## config.mk

```make
export PLATFORM = sky130hd
export DESIGN_NAME = exhaustive_bist_ctrl_flat
export DESIGN_NICKNAME = d
export VERILOG_FILES = /design/src/rtl/exhaustive_bist_ctrl_pkg.sv /design/src/rtl/exhaustive_bist_ctrl_if.sv /design/src/rtl/exhaustive_bist_ctrl_misr.sv /design/src/rtl/exhaustive_bist_ctrl.sv /design/src/flat_wrapper.sv
export SDC_FILE = /design/constraint.sdc
export NUM_CORES = 1
export LEC_CHECK = 0
export ABC_AREA = 1
export BUFFER_PORTS_ARGS = -buffer_cell sky130_fd_sc_hd__buf_2
export CELL_PAD_IN_SITES_DETAIL_PLACEMENT = 0
export CELL_PAD_IN_SITES_GLOBAL_PLACEMENT = 1
export CORE_ASPECT_RATIO = 2
export CORE_MARGIN = 2
export CORE_UTILIZATION = 43
export CTS_BUF_LIST = sky130_fd_sc_hd__clkbuf_2
export CTS_CLUSTER_SIZE = 10
export DETAILED_ROUTE_END_ITERATION = 7
export GPL_TIMING_DRIVEN = 1
export HOLD_SLACK_MARGIN = 0.06
export PLACE_DENSITY = 0.86
export SLEW_MARGIN = 20
export SYNTH_ARGS = -nofsm -noshare
export SYNTH_HDL_FRONTEND = slang
export SYNTH_SLANG_ARGS = --single-unit
```

## constraint.sdc

```tcl
create_clock -name clk -period 2.5 [get_ports clk]
set_input_delay 0.375 -clock clk [delete_from_list [all_inputs] [get_ports clk]]
set_output_delay 0.375 -clock clk [all_outputs]
set_load 0.01 [all_outputs]
```

## src/rtl/exhaustive_bist_ctrl_pkg.sv

```systemverilog
// Shared definitions for the exhaustive truth-table BIST controller:
// FSM state encoding, MISR feedback polynomial and counter sizing helper.
package bist_pkg;

  typedef enum logic [1:0] {
    IDLE  = 2'd0,
    APPLY = 2'd1,
    DONE  = 2'd2
  } bist_state_e;

  // CCITT polynomial x^16 + x^12 + x^5 + 1 (x^16 term implied by the shift-out)
  localparam logic [15:0] POLY = 16'h1021;

  function automatic int cnt_width(input int hold);
    return (hold > 1) ? $clog2(hold) : 1;
  endfunction

endpackage

```

## src/rtl/exhaustive_bist_ctrl_if.sv

```systemverilog
// Bus between the BIST controller and its environment: run control, the
// stimulus/response pair towards the DUT under test, and result reporting.
interface exhaustive_bist_ctrl_if #(
  parameter int NIN   = 4,
  parameter int NOUT  = 2,
  parameter int SIG_W = 16
) ();

  logic             start;
  logic [NIN-1:0]   vec;
  logic [NOUT-1:0]  resp;
  logic             busy;
  logic             done;
  logic             pass;
  logic [SIG_W-1:0] signature;

  // master: the environment (host plus the combinational DUT); slave: the controller
  modport master (
    output start, resp,
    input  vec, busy, done, pass, signature
  );

  modport slave (
    input  start, resp,
    output vec, busy, done, pass, signature
  );

endinterface

```

## src/rtl/exhaustive_bist_ctrl_misr.sv

```systemverilog
// Multiple-input signature register: shifts left with POLY feedback from the
// MSB and XORs the zero-extended response word in on every enabled clock.
module misr_reg
  import bist_pkg::*;
#(
  parameter int SIG_W = 16,
  parameter int NOUT  = 2
) (
  input  logic             clk,
  input  logic             clr,
  input  logic             en,
  input  logic [NOUT-1:0]  din,
  output logic [SIG_W-1:0] sig
);

  logic [SIG_W-1:0] sig_reg;
  logic [SIG_W-1:0] sig_next;

  genvar gi;
  generate
    for (gi = 0; gi < SIG_W; gi++) begin : g_bit
      logic shift_in;
      logic poly_bit;
      logic data_bit;

      if (gi == 0) begin : g_lsb
        assign shift_in = 1'b0;
      end else begin : g_mid
        assign shift_in = sig_reg[gi-1];
      end

      // POLY is 16 bits wide; wider signatures get no taps above bit 15
      if (gi < $bits(POLY)) begin : g_tap
        assign poly_bit = POLY[gi];
      end else begin : g_notap
        assign poly_bit = 1'b0;
      end

      if (gi < NOUT) begin : g_din
        assign data_bit = din[gi];
      end else begin : g_nodin
        assign data_bit = 1'b0;
      end

      assign sig_next[gi] = shift_in ^ (sig_reg[SIG_W-1] & poly_bit) ^ data_bit;
    end
  endgenerate

  always_ff @(posedge clk) begin
    if (clr) begin
      sig_reg <= '0;
    end else if (en) begin
      sig_reg <= sig_next;
    end
  end

  assign sig = sig_reg;

endmodule

```

## src/rtl/exhaustive_bist_ctrl.sv

```systemverilog
// Exhaustive BIST controller: walks every NIN-bit code, holds each for HOLD
// clocks, folds the sampled response into a MISR and compares to GOLDEN.
module exhaustive_bist_ctrl
  import bist_pkg::*;
#(
  parameter int               NIN    = 4,
  parameter int               NOUT   = 2,
  parameter int               HOLD   = 20,
  parameter int               SIG_W  = 16,
  parameter logic [SIG_W-1:0] GOLDEN = '0
) (
  input logic                  clk,
  input logic                  rst,
  exhaustive_bist_ctrl_if.slave bus
);

  localparam logic [1:0]       ST_IDLE  = IDLE;
  localparam logic [1:0]       ST_APPLY = APPLY;
  localparam logic [1:0]       ST_DONE  = DONE;
  localparam int               CNT_W    = cnt_width(HOLD);
  localparam logic [CNT_W-1:0] CNT_LAST = CNT_W'(HOLD - 1);
  localparam logic [NIN-1:0]   VEC_LAST = '1;

  logic [1:0]       state_reg, state_next;
  logic [NIN-1:0]   vec_reg, vec_next;
  logic [CNT_W-1:0] cnt_reg, cnt_next;
  logic             start_run;
  logic             capture;
  logic [SIG_W-1:0] sig;

  assign start_run = bus.start && (state_reg == ST_IDLE || state_reg == ST_DONE);
  // the last clock of each hold window is the sampling point for resp
  assign capture   = (state_reg == ST_APPLY) && (cnt_reg == CNT_LAST);

  always_comb begin
    state_next = state_reg;
    vec_next   = vec_reg;
    cnt_next   = cnt_reg;
    case (state_reg)
      ST_IDLE, ST_DONE: begin
        if (bus.start) begin
          state_next = ST_APPLY;
          vec_next   = '0;
          cnt_next   = '0;
        end
      end
      ST_APPLY: begin
        if (capture) begin
          cnt_next = '0;
          if (vec_reg == VEC_LAST) begin
            state_next = ST_DONE;
            vec_next   = '0;
          end else begin
            vec_next = vec_reg + 1'b1;
          end
        end else begin
          cnt_next = cnt_reg + 1'b1;
        end
      end
      default: begin
        state_next = ST_IDLE;
        vec_next   = '0;
        cnt_next   = '0;
      end
    endcase
  end

  always_ff @(posedge clk) begin
    if (rst) begin
      state_reg <= ST_IDLE;
      vec_reg   <= '0;
      cnt_reg   <= '0;
    end else begin
      state_reg <= state_next;
      vec_reg   <= vec_next;
      cnt_reg   <= cnt_next;
    end
  end

  misr_reg #(
    .SIG_W (SIG_W),
    .NOUT  (NOUT)
  ) u_misr (
    .clk (clk),
    .clr (rst | start_run),
    .en  (capture),
    .din (bus.resp),
    .sig (sig)
  );

  assign bus.vec       = vec_reg;
  assign bus.busy      = (state_reg == ST_APPLY);
  assign bus.done      = (state_reg == ST_DONE);
  assign bus.pass      = (state_reg == ST_DONE) && (sig == GOLDEN);
  assign bus.signature = sig;

endmodule

```

## src/flat_wrapper.sv

```systemverilog
// flat-port wrapper written by rule: the top's interface ports become plain ports
module exhaustive_bist_ctrl_flat import bist_pkg::*;
#(
  parameter int               NIN    = 4,
  parameter int               NOUT   = 2,
  parameter int               HOLD   = 20,
  parameter int               SIG_W  = 16,
  parameter logic [SIG_W-1:0] GOLDEN = '0
)
  (clk, rst, bus_start, bus_resp, bus_vec, bus_busy, bus_done, bus_pass, bus_signature);
  exhaustive_bist_ctrl_if #(.NIN(NIN), .NOUT(NOUT), .SIG_W(SIG_W)) bus_i ();
  input logic clk;
  input logic rst;
  input wire logic [$bits(bus_i.start)-1:0] bus_start;
  input wire logic [$bits(bus_i.resp)-1:0] bus_resp;
  output wire logic [$bits(bus_i.vec)-1:0] bus_vec;
  output wire logic [$bits(bus_i.busy)-1:0] bus_busy;
  output wire logic [$bits(bus_i.done)-1:0] bus_done;
  output wire logic [$bits(bus_i.pass)-1:0] bus_pass;
  output wire logic [$bits(bus_i.signature)-1:0] bus_signature;
  assign bus_i.start = bus_start;
  assign bus_i.resp = bus_resp;
  assign bus_vec = bus_i.vec;
  assign bus_busy = bus_i.busy;
  assign bus_done = bus_i.done;
  assign bus_pass = bus_i.pass;
  assign bus_signature = bus_i.signature;
  exhaustive_bist_ctrl #(.NIN(NIN), .NOUT(NOUT), .HOLD(HOLD), .SIG_W(SIG_W), .GOLDEN(GOLDEN)) u_core (.clk(clk), .rst(rst), .bus(bus_i));
endmodule
```

## Word-level counts from Yosys, hierarchy flattened

Index checks and enable logic that the tools add are counted.

- Register bits after elaboration: 27
- Input port bits: 5
- Output and inout bits: 23
- Word-level logic and storage cells: 38

- $add $sub $neg: 2
- Equality and inequality tests: 7
- Multiplexer cells: 11
- Bitwise gates (word level): 5
- Reductions and logical operators: 9

Operators by type and width:

| cell | count |
|---|---|
| 16-bit logical NOT | 1 |
| 4-bit 2-to-1 mux | 3 |
| 5-bit 2-to-1 mux | 2 |
| 5-bit one-hot mux with 2 select lines | 1 |
| 4-bit one-hot mux with 2 select lines | 1 |
| 2-bit 2-to-1 mux | 3 |
| 5-bit by 1-bit adder with 5-bit output (second input constant) | 1 |
| 5-bit equality test (second input constant) | 1 |
| 4-bit by 1-bit adder with 4-bit output (second input constant) | 1 |
| 4-bit equality test (second input constant) | 1 |
| 2-bit by 1-bit inequality test with 1-bit output (second input constant) | 2 |
| 2-bit one-hot mux with 2 select lines | 1 |
| 1-bit XOR | 4 |
| 1-bit logical AND | 3 |
| 3-bit AND reduction | 1 |
| 2-bit by 1-bit equality test with 1-bit output (second input constant) | 1 |
| 2-bit equality test (second input constant) | 1 |
| 2-bit logical NOT | 1 |
| 2-bit inequality test (second input constant) | 1 |
| 2-bit AND reduction | 1 |
| 2-bit OR reduction | 1 |
| 1-bit logical OR | 1 |
| 1-bit bitwise OR | 1 |

## Logic depth before layout (Yosys ltp)

- Depth in word-level cells: 4
- Depth in mapped cells: 9
- Depth with buffers taken out: 9

## Modules after synthesis

From an unflattened synthesis, not the netlist that was laid out.

- Cell total of the unflattened synthesis: 206
- Area total of the unflattened synthesis: 1503.9 um^2

By module, submodules not included:

| module | instances | cells an instance | area an instance (um^2) |
|---|---|---|---|
| misr_reg | 1 | 103 | 785.8 |
| exhaustive_bist_ctrl | 1 | 103 | 718.2 |

## Worst setup path before layout

No wires, ideal clock.

- Path kind: register to output
- Start: reg u_core.state_reg[1]
- End: out bus_pass
- Data arrival time: 0.982 ns
- Required time: 2.125 ns
- Path slack: 1.143 ns
- Cell stages (with the launch flop): 5
- Buffers on the path: 0
- Path through: dfxtp_1 -> inv_1 -> nor2_1 -> nand4_1 -> nor2_1

- Cells in the longest elaborated chain, start to end: 2

Ends and longest elaborated chain:

| item | line | text |
|---|---|---|
| start: declaration | exhaustive_bist_ctrl.sv:24 | `logic [1:0] state_reg, state_next;` |
| start signal: assignment | exhaustive_bist_ctrl.sv:74 | `state_reg <= state_next;` |
| 2-bit equality test | -- |  |
| named net bus_done | flat_wrapper.sv:18 | `output wire logic [$bits(bus_i.done)-1:0] bus_done;` |
| 1-bit logical AND | exhaustive_bist_ctrl.sv:94 | `assign bus.pass = (state_reg == ST_DONE) && (sig == GOLDEN);` |
| end: declaration | flat_wrapper.sv:19 | `output wire logic [$bits(bus_i.pass)-1:0] bus_pass;` |

The timed path passes the listed nets, and every way through them passes these cells.

## Worst setup path after layout

- Start: reg u_core.state_reg[1]
- End: out bus_pass

- Cells in the longest elaborated chain, start to end: 2

Ends and longest elaborated chain:

| item | line |
|---|---|
| 2-bit equality test | exhaustive_bist_ctrl.sv:94 |
| 1-bit logical AND | exhaustive_bist_ctrl.sv:94 |

Every way passes these cells.

==> flow_summary_export.csv <==
group,metric,value,unit
outcome,status,"finished clean",
finish,fin_util,46.8,%
detailed_routing,route.detailed.drc,0,
finish,drive_gt1_share,20.4,%
clock_tree,hold_buffers,0,
finish,final_nets,204,
detailed_routing,ant_nets,0,
detailed_routing,vias,1172,
timing,worst_pin_slew,0.377,ns
yosys,async_reset_ff_share,0,%
finish,antenna_cells,0,
place,hpwl,1870,µm
place,numPortBuffers,27,
yosys,yosys-top-cells-area,"dfxtp_1, nand2_1, buf_4, nor2_1, a21oi_1",
global_route,antenna_found_initial,0,
power,p_leak,0.698,nW
timing,fmax,0.545,GHz
detailed_routing,wirelength,2510,µm
global_route,grt_pass1_wl,4260,µm
power,sw_frac_of_total,28.5,%
yosys,ys_ff_latch,27,
yosys,synth.distinct_cells,26,
timing,min_period,1.83,ns
worst_setup_path,cp_max_fo,2,
yosys,yosys_most_used_dff,"dfxtp_1",
finish,n_fill_cell,331,
yosys,synth_common_cells,"dfxtp_1, nand2_1, nor2_1",
clock_tree,clockBufferDepth,2,
yosys,synth_top_area_share,39.7,%
timing,fin_skew,0.0182,ns
yosys,yosysTopAreaCell,"dfxtp_1",
timing,setup_ws,0.666,ns
global_route,grt-ovfl-total,0,
detailed_routing,vias_per_cell,5.16,
clock_tree,cts_sinks,27,
finish,final_cells,227,
clock_tree,tritoncts,"done",
job,maxCapViolCount,0,
yosys,synth_edf_count,0,
worst_setup_path,startpoint_type,"flip-flop",
finish,areaGrowthSynthToFinish,5.88,%
yosys,synth_seq_area_share,39.7,%
timing,drv_slew,0,
power,peakVddDrop,0.472,mV
detailed_routing,drt-wirelength-per-cell,11.1,µm
clock_tree,worstSkewPairLatency,0.38,ns
yosys,synth_nets,187,
clock_tree,ctsRootBufferMaster,"clkbuf_2",
worst_setup_path,crit_type,"reg2out",
timing,rsz0062_at_grt,"no",
timing,slew_headroom,74.8,%
power,p_seq_share,62.9,%
clock_tree,cts_made_buffers,3,
yosys,yosysMostFrequentCell,"dfxtp_1",
die,die_y,83.6,µm
finish,regArea,541,µm²
global_route,grt_pass1_vias,952,
worst_setup_path,crit_path_end_kind,"output port",
timing,setup_viol,0,
die,initial_core_util,44.2,%
die,die-width,43.8,µm
place,post-place-ws,0.988,ns
power,total_power,0.714,mW
power,p_sw,0.203,mW
yosys,yosysWarnings,0,
worst_setup_path,worstPathRequired,2.12,ns
detailed_routing,drtPass1Iterations,4,
die,dieArea,3660,µm²
timing,final.period_utilization,73.4,%
finish,largest_reg_flops,16,
yosys,synth_area_per_cell,7.57,µm²
detailed_routing,first_iter_violations,20,
die,io_pins,28,
timing,setup_tns,0,ns
power,power_density,495,nW/µm²
clock_tree,cts_setup_buffers,0,
global_route,grt_max_degree,28,
yosys,syn-cell-area,1360,µm²
yosys,netlist_instances,180,
clock_tree,cts_resized,0,
die,core-area,3080,µm²
clock_tree,cts-htree-levels,1,
worst_setup_path,critPathArrivalTime,1.46,ns
power,pwr-share-clk,25.6,%
power,p_comb_share,11.4,%
finish,multi_input_area,621,µm²
power,p_int,0.511,mW
place,dp_cells,223,
worst_hold_path,hold_path.class,"in2reg",
place,gp_congestion,0.784,
clock_tree,clk_pin_slew,0.28,ns
global_route,grt_usage,14.5,%
die,rows,29,
timing,hold_violations,0,
## worst paths after layout
check | startpoint | slack [ns] | depth (start not counted) | to
worst max-delay path | u_core.state_reg[1] | 0.67 | 5 | bus_pass
worst min-delay path | rst | 0.24 | 2 | u_core.cnt_reg[1]
worst max register to register | u_core.cnt_reg[1] | 0.94 | 7 | u_core.bus.vec[1]
worst min register to register | u_core.u_misr.sig[12] | 0.50 | 2 | u_core.u_misr.sig[12]
## per-layer routing
layer	up-vias	wire length, µm	GRT usage, %
met5	-	0	0
met4	0	38	5.79
met3	4	92	1.30
met2	29	1180	21.8
met1	533	1200	21.0
li1	606	-	-
## power by group through the flow
stage,registers [mW],clock network [mW],logic (mW)
3_3_place_gp,0.457,0,0.0809
3_5_place_dp,0.457,0,0.0818
2_1_floorplan,0.456,0,0.0589
4_1_cts,0.450,0.193,0.0818
5_1_grt,0.451,0.202,0.0936
6_report,0.450,0.183,0.0818
## cell usage in the layout (no fill, tap or decap)
cell type	netlist	routed
a21oi_1	16	16
a21oi_4	1	1
buf_2	1	27
clkbuf_2	0	3
clkinv_2	1	1
dfxtp_1	27	27
ha_1	2	2
inv_1	20	20
inv_2	1	1
inv_6	0	1
nand2_1	25	25
nand2_2	1	1
nand3_1	13	13
nand3_4	1	1
nand3b_1	2	2
nand4_1	6	6
nor2_1	22	22
nor2_2	1	1
nor2_8	1	1
nor4_1	1	1
o21ai_0	12	12
o21ai_1	3	3
o21ai_2	1	1
o21bai_1	2	2
or2_2	1	1
xor2_1	5	5
## worst max-delay path: stages, from the launching register on
cell and delay [ns]:
dfxtp_1 0.49, inv_1 0.09, nor2_1 0.16, nand4_1 0.10, nor2_1 0.12, buf_2 0.14
## final cells by class
class                      instances  share of cell area, %
tap                               31                   2.69
clock buffer                       3                   1.04
clock inverter                     1                  0.607
multi-input combinational        116                   43.0
inverter                          22                   5.81
sequential                        27                   37.5
timing repair buffer              27                   9.37
## cell families (layout without fill, tap and decap cells)
kind of cell	count (synthesis)	in the layout	synth area share, %
XOR/XNOR	5	5	3.21
AND/OR/NAND/NOR	74	74	26.2
buffers and inverters	37	53	14.8
flip-flops	27	27	39.7
adder cells (fa/ha/maj)	2	2	1.84
AO/OA/AOI/OAI	35	35	14.3
## stage by stage
stage               hold slack, ns  area, µm²
floorplan                    0.444       1360
global placement             0.471       1420
detailed placement           0.473       1420
CTS                          0.213       1440
global route                 0.231       1440
finish                       0.238       1440
No activity file was read; power rests on OpenSTA's default activity.
